[src/rtl/axi_rd_arbiter.sv]
// axi_rd_arbiter: shares one AXI read channel (AR + R) between ICache (master 0) and DCache (master 1)
// Ports:
//   clk, rst                         clock, asynchronous active-high reset
//   mst_ar_valid/ready/addr/id/len   per-master AR channels, packed [0]=ICache, [1]=DCache
//   mst_r_valid/ready                per-master R handshake
//   mst_r_data/id/last               R payload broadcast to both masters, ID MSB stripped
//   s_ar_valid/ready/addr/id/len     registered slave-side AR, id = {master_idx, arid}
//   s_r_valid/ready/data/id/last     slave-side R, routed back by the RID MSB
module axi_rd_arbiter #(
    parameter int ADDR_WIDTH      = 32,
    parameter int ID_WIDTH        = 4,
    parameter int DATA_WIDTH      = 64,
    parameter int MAX_OUTSTANDING = 4
) (
    input  logic                    clk,
    input  logic                    rst,
    input  logic [1:0]              mst_ar_valid,
    output logic [1:0]              mst_ar_ready,
    input  logic [2*ADDR_WIDTH-1:0] mst_ar_addr,
    input  logic [2*ID_WIDTH-1:0]   mst_ar_id,
    input  logic [15:0]             mst_ar_len,
    output logic [1:0]              mst_r_valid,
    input  logic [1:0]              mst_r_ready,
    output logic [DATA_WIDTH-1:0]   mst_r_data,
    output logic [ID_WIDTH-1:0]     mst_r_id,
    output logic                    mst_r_last,
    output logic                    s_ar_valid,
    input  logic                    s_ar_ready,
    output logic [ADDR_WIDTH-1:0]   s_ar_addr,
    output logic [ID_WIDTH:0]       s_ar_id,
    output logic [7:0]              s_ar_len,
    input  logic                    s_r_valid,
    output logic                    s_r_ready,
    input  logic [DATA_WIDTH-1:0]   s_r_data,
    input  logic [ID_WIDTH:0]       s_r_id,
    input  logic                    s_r_last
);
    localparam int CW = $clog2(MAX_OUTSTANDING + 1);
    localparam logic [CW-1:0] CNT_MAX = CW'(MAX_OUTSTANDING);
    logic [1:0][CW-1:0] cnt;
    logic [1:0] elig, dec;
    logic prio, load_ok, gnt_v, gnt, d;
    assign elig[0] = mst_ar_valid[0] && cnt[0] != CNT_MAX;
    assign elig[1] = mst_ar_valid[1] && cnt[1] != CNT_MAX;
    assign d = s_r_id[ID_WIDTH];
    // The prioritised master wins when eligible, otherwise the other one takes the slot.
    always_comb begin
        load_ok      = !s_ar_valid || s_ar_ready;
        gnt_v        = load_ok && |elig;
        gnt          = elig[prio] ? prio : ~prio;
        mst_ar_ready = (gnt_v && !rst) ? (gnt ? 2'b10 : 2'b01) : 2'b00;
        mst_r_valid  = {d & s_r_valid, ~d & s_r_valid};
        s_r_ready    = mst_r_ready[d];
        mst_r_data   = s_r_data;
        mst_r_id     = s_r_id[ID_WIDTH-1:0];
        mst_r_last   = s_r_last;
        // A burst retires on its last handshaked beat; only the routed master can handshake.
        dec          = mst_r_valid & mst_r_ready & {2{s_r_last}};
    end
    always_ff @(posedge clk or posedge rst) begin
        if (rst) begin
            s_ar_valid <= 1'b0;
            s_ar_addr  <= '0;
            s_ar_id    <= '0;
            s_ar_len   <= '0;
            prio       <= 1'b0;
        end else if (gnt_v) begin
            s_ar_valid <= 1'b1;
            s_ar_addr  <= gnt ? mst_ar_addr[2*ADDR_WIDTH-1:ADDR_WIDTH] : mst_ar_addr[ADDR_WIDTH-1:0];
            s_ar_id    <= {gnt, gnt ? mst_ar_id[2*ID_WIDTH-1:ID_WIDTH] : mst_ar_id[ID_WIDTH-1:0]};
            s_ar_len   <= gnt ? mst_ar_len[15:8] : mst_ar_len[7:0];
            prio       <= ~gnt;
        end else if (s_ar_ready) begin
            s_ar_valid <= 1'b0;
        end
    end
    always_ff @(posedge clk or posedge rst) begin
        if (rst) begin
            cnt <= '0;
        end else begin
            cnt[0] <= cnt[0] + CW'(mst_ar_ready[0]) - CW'(dec[0]);
            cnt[1] <= cnt[1] + CW'(mst_ar_ready[1]) - CW'(dec[1]);
        end
    end
`ifndef SYNTHESIS
    a_cnt0_underflow: assert property (@(posedge clk) disable iff (rst) !(dec[0] && cnt[0] == '0))
        else $error("last beat for master 0 with no burst outstanding");
    a_cnt1_underflow: assert property (@(posedge clk) disable iff (rst) !(dec[1] && cnt[1] == '0))
        else $error("last beat for master 1 with no burst outstanding");
`endif
endmodule

[config.mk]
export PLATFORM = sky130hd
export DESIGN_NAME = axi_rd_arbiter
export DESIGN_NICKNAME = d
export VERILOG_FILES = /design/src/rtl/axi_rd_arbiter.sv
export SDC_FILE = /design/constraint.sdc
export NUM_CORES = 1
export LEC_CHECK = 0
export CORE_MARGIN = 3
export CORE_UTILIZATION = 28
export CTS_CLUSTER_SIZE = 30
export DETAILED_ROUTE_END_ITERATION = 8
export GPL_ROUTABILITY_DRIVEN = 0
export PLACE_DENSITY = 0.78
export RECOVER_POWER = 100
export SETUP_SLACK_MARGIN = 0.15
export SYNTH_ARGS = -nofsm -noshare
export SYNTH_HDL_FRONTEND = slang
export SYNTH_SLANG_ARGS = --single-unit
[constraint.sdc]
create_clock -name clk -period 3.3 [get_ports clk]
set_input_delay 0.99 -clock clk [delete_from_list [all_inputs] [get_ports clk]]
set_output_delay 0.99 -clock clk [all_outputs]
set_load 0.03 [all_outputs]
==> Word-level counts from Yosys, hierarchy flattened <==
Cells that the tools add are included.
W data, S select, Z words.
{ "classes": {"magnitude_cmp": 2, "n_reduce_logical": 9, "bitwise_logic": 7, "eq_ne": 2, "mux": 12, "addsub": 4} }
{ "op_table": {"columns": ["cell", "n"], "rows": [
  ["$mux W32", 1],
  ["$mux W8", 1],
  ["$mux W1", 7],
  ["$add A3 B1 Y3", 2],
  ["$ne A3 B3 Y1 const B", 2],
  ["$sub A3 B1 Y3", 2],
  ["$and A2 B2 Y2", 2],
  ["$logic_and A1 B1 Y1", 4],
  ["$lt A1 B2 Y1 const B", 2],
  ["$mux W2", 2],
  ["$mux W4", 1],
  ["$not A1 Y1", 3],
  ["$and A1 B1 Y1", 2],
  ["$logic_not A1 Y1", 2],
  ["$reduce_bool A2 Y1", 1],
  ["$reduce_or A2 Y1", 1],
  ["$logic_or A1 B1 Y1", 1]
]} }
{ "word_totals": {"register_bits": 53, "in_bits": 166, "output_inout_bits": 120, "wordCells": 43} }

==> Depth between registers and ports, before layout <==
Gate-level depths: netlist (run 1).
{ "logic_depth": {"depth_word": 9, "mapped_depth": 10, "ltp_nobuf": 9} }

==> Worst setup path after synthesis (run 1) <==
No wires, ideal clock.
{ "synth_path": {"path_type": "input -> output", "from": "input port rst", "to": "output port mst_ar_ready[1]", "setup_slack_ps": -259, "cell_stages": 2, "required_ps": 2310, "arrival_time_ps": 2569, "path_buffers": 0, "path_cell_list": "inv_1 and2_1"} }
{ "synth_via": {"elab_chain_cells": 3} }
{ "synth_rtl": {"columns": ["element", "line", "text"], "rows": [
  ["start, declared", "16", "input logic rst,"],
  ["$logic_not A1 Y1 (no source line)", null, null],
  ["$logic_and A1 B1 Y1", "51", "mst_ar_ready = (gnt_v && !rst) ? (gnt ? 2'b10 : 2'b01) : 2'b00;"],
  ["$mux W2", "51", null],
  ["end, declared", "18", "output logic [1:0] mst_ar_ready,"]
]} }
Every way passes these cells.

==> Final worst setup path (run 1) <==
{ "layout_path": {"from": "input port s_r_id[4]", "to": "output port mst_r_valid[0]"} }
{ "layout_via": {"elab_chain_cells": 2} }
{ "layout_rtl": {"columns": ["element", "line", "text"], "rows": [
  ["start, declared", "35", "input logic [ID_WIDTH:0] s_r_id,"],
  ["$not A1 Y1", "52", "mst_r_valid = {d & s_r_valid, ~d & s_r_valid};"],
  ["$and A1 B1 Y1", "52", null],
  ["end, declared", "22", "output logic [1:0] mst_r_valid,"]
]} }
Every way passes these cells.

==> flow_summary.toml, run 1 <==
[worst_setup_path]
endpoint_kind = "output port"
cpMaxStageDelayCell = "dlygate4sd3_1"
cp_max_fo = 4
crit_buf_inv = 2
startpoint_type = "input port"
path_cells = "dlygate4sd3_1 > nor2b_1 > dlygate4sd2_1"
crit_family = "buffers and inverters"
cp_slowest_stage_delay_ps = 580
critPathRequiredTime_ps = 2310
critPathKind = "input port to output port"
cp.arrival_ps = 2160

[sta]
rsz0062_at_grt = "no"
hold_viol_final = 0
relSlewSlack = 0.129
fmax_mhz = 318
tns_ps = 0
fin_skew_ps = 7.29
finalCritPeriodShare = 0.954
worst_pin_slew_ps = 1310
final_max_slew_viol_count = 0
fin_crit_ps = 3150
setup_viol = 0

[detailed_routing]
vias = 2425
wl_met3_um = 818
wirelength_um = 9010
drt-met1-wl_um = 3320
met2WireLength_um = 4700
highest_layer = "met4"
ant_nets = 0
viasPerCell = 4.96
wl_per_cell_um = 18.4
initialDrtViolationCount = 117
drc = 0
firstDrtPassIters = 4

[synth]
avgSynthCellArea_sq_um = 11.3
yosys.area.top_type = "dfrtp_1"
synthCells = 273
yosys_register_bits = 53
async_flop_share = 1.00
ys.flop_type = "dfrtp_1"
synth_warnings = 0
synth_area_leaders = "dfrtp_1, buf_4, a221o_2"
yosys.cell_types.count = 27
synth_top_area_share = 0.428
yosysMostFrequentCell = "buf_4"
synth_nets = 445
synth_edf_count = 0
netlist_area_sq_um = 3100
seq_area_frac_synth = 0.428
synthTopCellsByCount = "buf_4, dfrtp_1, nor3b_1, a221o_2, inv_1"

[grt]
gr-total-overflow = 0
grt_usage = 0.141
grt_first_pass_wirelength_um = 14500
grt_pass1_vias = 2660
antenna_found_initial = 1
grt_start_max_net_pins = 54

[final_layout]
final_area_sq_um = 4280
syn_to_final_growth_pct = 38.2
drive_gt1_frac = 0.173
nets = 523

[placement]
place_area_sq_um = 4180
port_buffers = 149
place_hpwl_um = 6680

[die]
initial_core_util = 0.293
ios = 286
die_area_sq_um = 12400
num_rows = 37
die-width_um = 111
fp.dieH_um = 111
core_sq_um = 10600

[cts]
cts_tree = "built"
clk_latency_ps = 300
root_buffer = "clkbuf_8"
cts_buffer_depth = 2
cts_made_buffers = 5
cts_sinks = 53
clk_pin_slew_ps = 90
htree_levels = 2

[power_and_ir_drop]
p_leak_uw = 0.00176
p_clk_frac = 0.129
switching_power_uw = 1490
switching_share = 0.419
p_int_uw = 2070
combPwrFrac = 0.550
power_density_nw_per_um2 = 832
peakVddDrop_mv = 0.335
pwr-share-seq = 0.321

[outcome]
outcome = "complete, no violations"

[run]
cap_violations = 0

[worst_hold_path]
hold_class = "register to register"
-- routing by layer --
layer  vias up  track usage
li1       1080            -
met4         0       0.0406
met1      1171        0.153
met2       151        0.263
met5         -            0
met3        23       0.0431
-- cell type report --
type                            instances  area (sq um)
Fill cell                            1019          6270
Multi-Input combinational cell        122          1090
Clock inverter                          1          30.0
Sequential cell                        53          1330
Clock buffer                            7          86.3
Tap cell                              136           170
Timing Repair Buffer                  158          1530
Antenna cell                            1          2.50
Inverter                               11          45.0
-- stage by stage --
stage | util | setup slack (ps) | total power [uW] | std cells | hold slack (ps)
after floorplan | - | 169 | 2540 | 273 | 438
after global placement | 0.396 | 38.9 | 3200 | 477 | 457
after detailed placement | 0.396 | -39.6 | 3250 | 477 | 464
after CTS | 0.409 | 179 | 3740 | 488 | 478
after global routing | 0.406 | 114 | 3760 | 489 | 506
final | 0.406 | 153 | 3560 | 489 | 474
-- timing repair --
item	in CTS	in global routing
setup endpoints to repair	2	2
setup buffers	3	0
hold buffers	0	0
gates resized for setup	4	2
pin swaps	2	3
-- path summary, 6_finish.rpt --
check	startpoint	slack, ps	to	cells past startpoint
max in group asynchronous	rst	870	s_ar_addr[18]	3
hold reg to reg	cnt[2]	470	cnt[2]	1
min in group asynchronous	rst	1660	cnt[2]	3
hold / removal	cnt[2]	470	cnt[2]	1
setup / recovery	s_r_id[4]	150	mst_r_valid[0]	3
setup reg to reg	cnt[1]	830	s_ar_addr[24]	5
-- worst register-to-register path, cell delays in order (launching register included) --
cell and delay (ps):
dfrtp_1 440, or3b_4 410, a311oi_1 320, buf_4 160
clkbuf_2 740, a221o_2 340
-- kinds of logic (layout without fill, tap and decap cells) --
kind of cell,count (synthesis),in the layout,share of synthesized area
AO/OA/AOI/OAI,48,48,0.171
XOR/XNOR,4,4,0.0113
adder cells (fa/ha/maj),6,6,0.0291
buffers and inverters,98,177,0.216
flip-flops,53,53,0.428
other,0,1,0
AND/OR/NAND/NOR,64,64,0.144
-- power by group through the flow --
stage / combinational [uW] / clock [uW] / sequential [uW]
CTS: 2100 / 484 / 1160
finish: 1960 / 460 / 1140
floorplan: 852 / 0 / 1690
global route: 2070 / 504 / 1190
global placement: 2050 / 0 / 1160
detailed placement: 2090 / 0 / 1160
-- placed cells by master (no fill, tap or decap), types with 2 or more instances in the layout --
cell type        instances
nand2b_1                 2
dfrtp_1                 53
clkdlybuf4s50_1         93
clkbuf_2                 3
dlygate4sd2_1            2
a221o_1                  8
nand2_1                  4
nor2_1                   3
a21oi_1                  2
dlygate4sd3_1           48
fa_1                     2
clkbuf_8                 6
inv_1                   10
clkbuf_1                 4
buf_4                    6
nor3b_1                 44
a221o_2                 36
xnor2_1                  4
ha_1                     4
-- registers in the layout, indices dropped and copies added, names as in the netlist --
| signal | count |
|---|---|
| s_ar_addr | 32 |
| prio | 1 |
| s_ar_id | 5 |
| cnt | 6 |
| s_ar_valid | 1 |
| s_ar_len | 8 |
Power figures use the tool's default switching activity.
==> run 2: changes to the inputs <==
CORE_AREA = 3 3 111 113   (was default)
CORE_MARGIN = default   (was 3)
CORE_UTILIZATION = default   (was 28)
DIE_AREA = 0 0 114 116   (was default)
PLACE_DENSITY = 0.72   (was 0.78)
clock period = 3.6 ns   (was 3.3 ns; I/O delays follow)
==> run 2 against run 1 <==
Die area grew 7.0%; first-iteration DRC count fell by 2.6%; register-to-register slack improved by 400 ps; critical path type unchanged; design area up 1.8%; sequential share of layout area decreased by 0.55 points; global-route usage shrank 1.4 points; hold slack about the same; cell count grew 0.82%; non-clock buffer count down 2; critical path depth increased by 1.
==> flow_summary.toml, run 2 (synthesis gave the netlist of run 1 again) <==
[cts]
cts_made_buffers = 5
cts_tree = "built"
cts_buffer_depth = 2
cts_sinks = 53
htree_levels = 2
clk_latency_ps = 290
clk_pin_slew_ps = 60
root_buffer = "clkbuf_16"

[power_and_ir_drop]
p_leak_uw = 0.00178
peakVddDrop_mv = 0.318
power_density_nw_per_um2 = 775

[grt]
grt_start_max_net_pins = 54
grt_pass1_vias = 2645
grt_usage = 0.128
grt_first_pass_wirelength_um = 13500
antenna_found_initial = 1
gr-total-overflow = 0

[detailed_routing]
ant_nets = 0
viasPerCell = 4.86
vias = 2394
drc = 0
wirelength_um = 8790
wl_per_cell_um = 17.8
initialDrtViolationCount = 114
firstDrtPassIters = 4

[final_layout]
largest_register = "s_ar_addr"
layout_common_cells = "clkdlybuf4s50_1, dfrtp_1, dlygate4sd3_1, nor3b_1, a221o_2"
drive_gt1_frac = 0.169
fin_util = 0.382
nets = 521
largest_reg_flops = 32
reg_top3 = "s_ar_addr x32, s_ar_len x8, cnt x6"
final_common_cell = "clkdlybuf4s50_1"
diodes = 0
syn_to_final_growth_pct = 40.7

[die]
initial_core_util = 0.271
die-width_um = 114
die_area_sq_um = 13200
fp.dieH_um = 116
core_sq_um = 11400
ios = 286
num_rows = 39

[worst_hold_path]
hp-start = "cnt[2]"
hold_path_end = "cnt[2]"
worstHoldPathCells = 1
hold_class = "register to register"

[worst_setup_path]
worstRegToRegCells = 4
worstReg2RegStart = "cnt[1]"
critPathKind = "input port to output port"
critPathRequiredTime_ps = 2520
cp_max_fo = 2
r2r_slack_ps = 1230
endpoint_kind = "output port"
cp.arrival_ps = 2350
startpoint_type = "input port"
r2r-end = "s_ar_addr[16]"

[sta]
fin_crit_ps = 3430
rsz0062_at_grt = "no"
tns_ps = 0
setup_viol = 0
fmax_mhz = 292
final_max_slew_viol_count = 0
fin_skew_ps = 7.88
worst_pin_slew_ps = 1330
relSlewSlack = 0.115
hold_viol_final = 0
finalCritPeriodShare = 0.952

[placement]
place_hpwl_um = 6440
port_buffers = 149

[run]
cap_violations = 0

[outcome]
outcome = "complete, no violations"
-- run 2: per-stage QoR --
step                      instance area, sq um  total power, uW  hold WS, ps  worst slack (ps)  instances
after global placement                    4180             2930          458               105        484
final                                     4360             3380          474               174        493
after global routing                      4360             3590          497               125        493
after detailed placement                  4180             2970          467              84.0        484
after floorplan                           3100             2330          438               220        273
after CTS                                 4350             3530          480               163        492
-- run 2: where the power goes --
part	switching, uW	internal (uW)	leakage [uW]
Clock	209	330	0.0000810
Sequential	161	887	0.000644
Combinational	1010	781	0.00106
Total	1380	2000	0.00178
-- run 2: worst max-delay path by stage --
stage                    startpoint              end  slack, ps
floorplan                s_ar_ready  mst_ar_ready[0]        220
global placement          s_r_id[4]        s_r_ready        110
detailed placement        s_r_id[4]        s_r_ready         80
CTS                      s_ar_ready  mst_ar_ready[1]        160
global route        mst_ar_valid[1]  mst_ar_ready[1]        120
finish              mst_ar_valid[1]  mst_ar_ready[0]        170
-- run 2: per-layer routing --
layer	vias up	track usage	routed length (um)
li1	1076	-	-
met1	1153	0.138	3220
met2	133	0.228	4470
met3	30	0.0423	858
met4	2	0.0538	231
met5	-	0	13
-- run 2: repair_timing --
item / in CTS / in global routing
gates resized for setup: 3 / 4
setup buffers: 0 / 1
hold buffers: 0 / 0
pin swaps: 0 / 2
endpoints found under the setup margin: 3 / 2
endpoints found under the hold margin: 0 / 0
-- run 2: area by class of cell --
| class | instances | area [sq um] |
|---|---|---|
| multi-input combinational | 122 | 1110 |
| fill | 1142 | 7060 |
| tap | 143 | 179 |
| sequential | 53 | 1330 |
| clock buffer | 6 | 129 |
| inverter | 11 | 45.0 |
| timing repair buffer | 156 | 1530 |
| clock inverter | 2 | 38.8 |
-- run 2: critical path: stages --
cell and delay (ps):
dlygate4sd3_1 550, and3_2 200, nor3_2 170, clkbuf_1 340
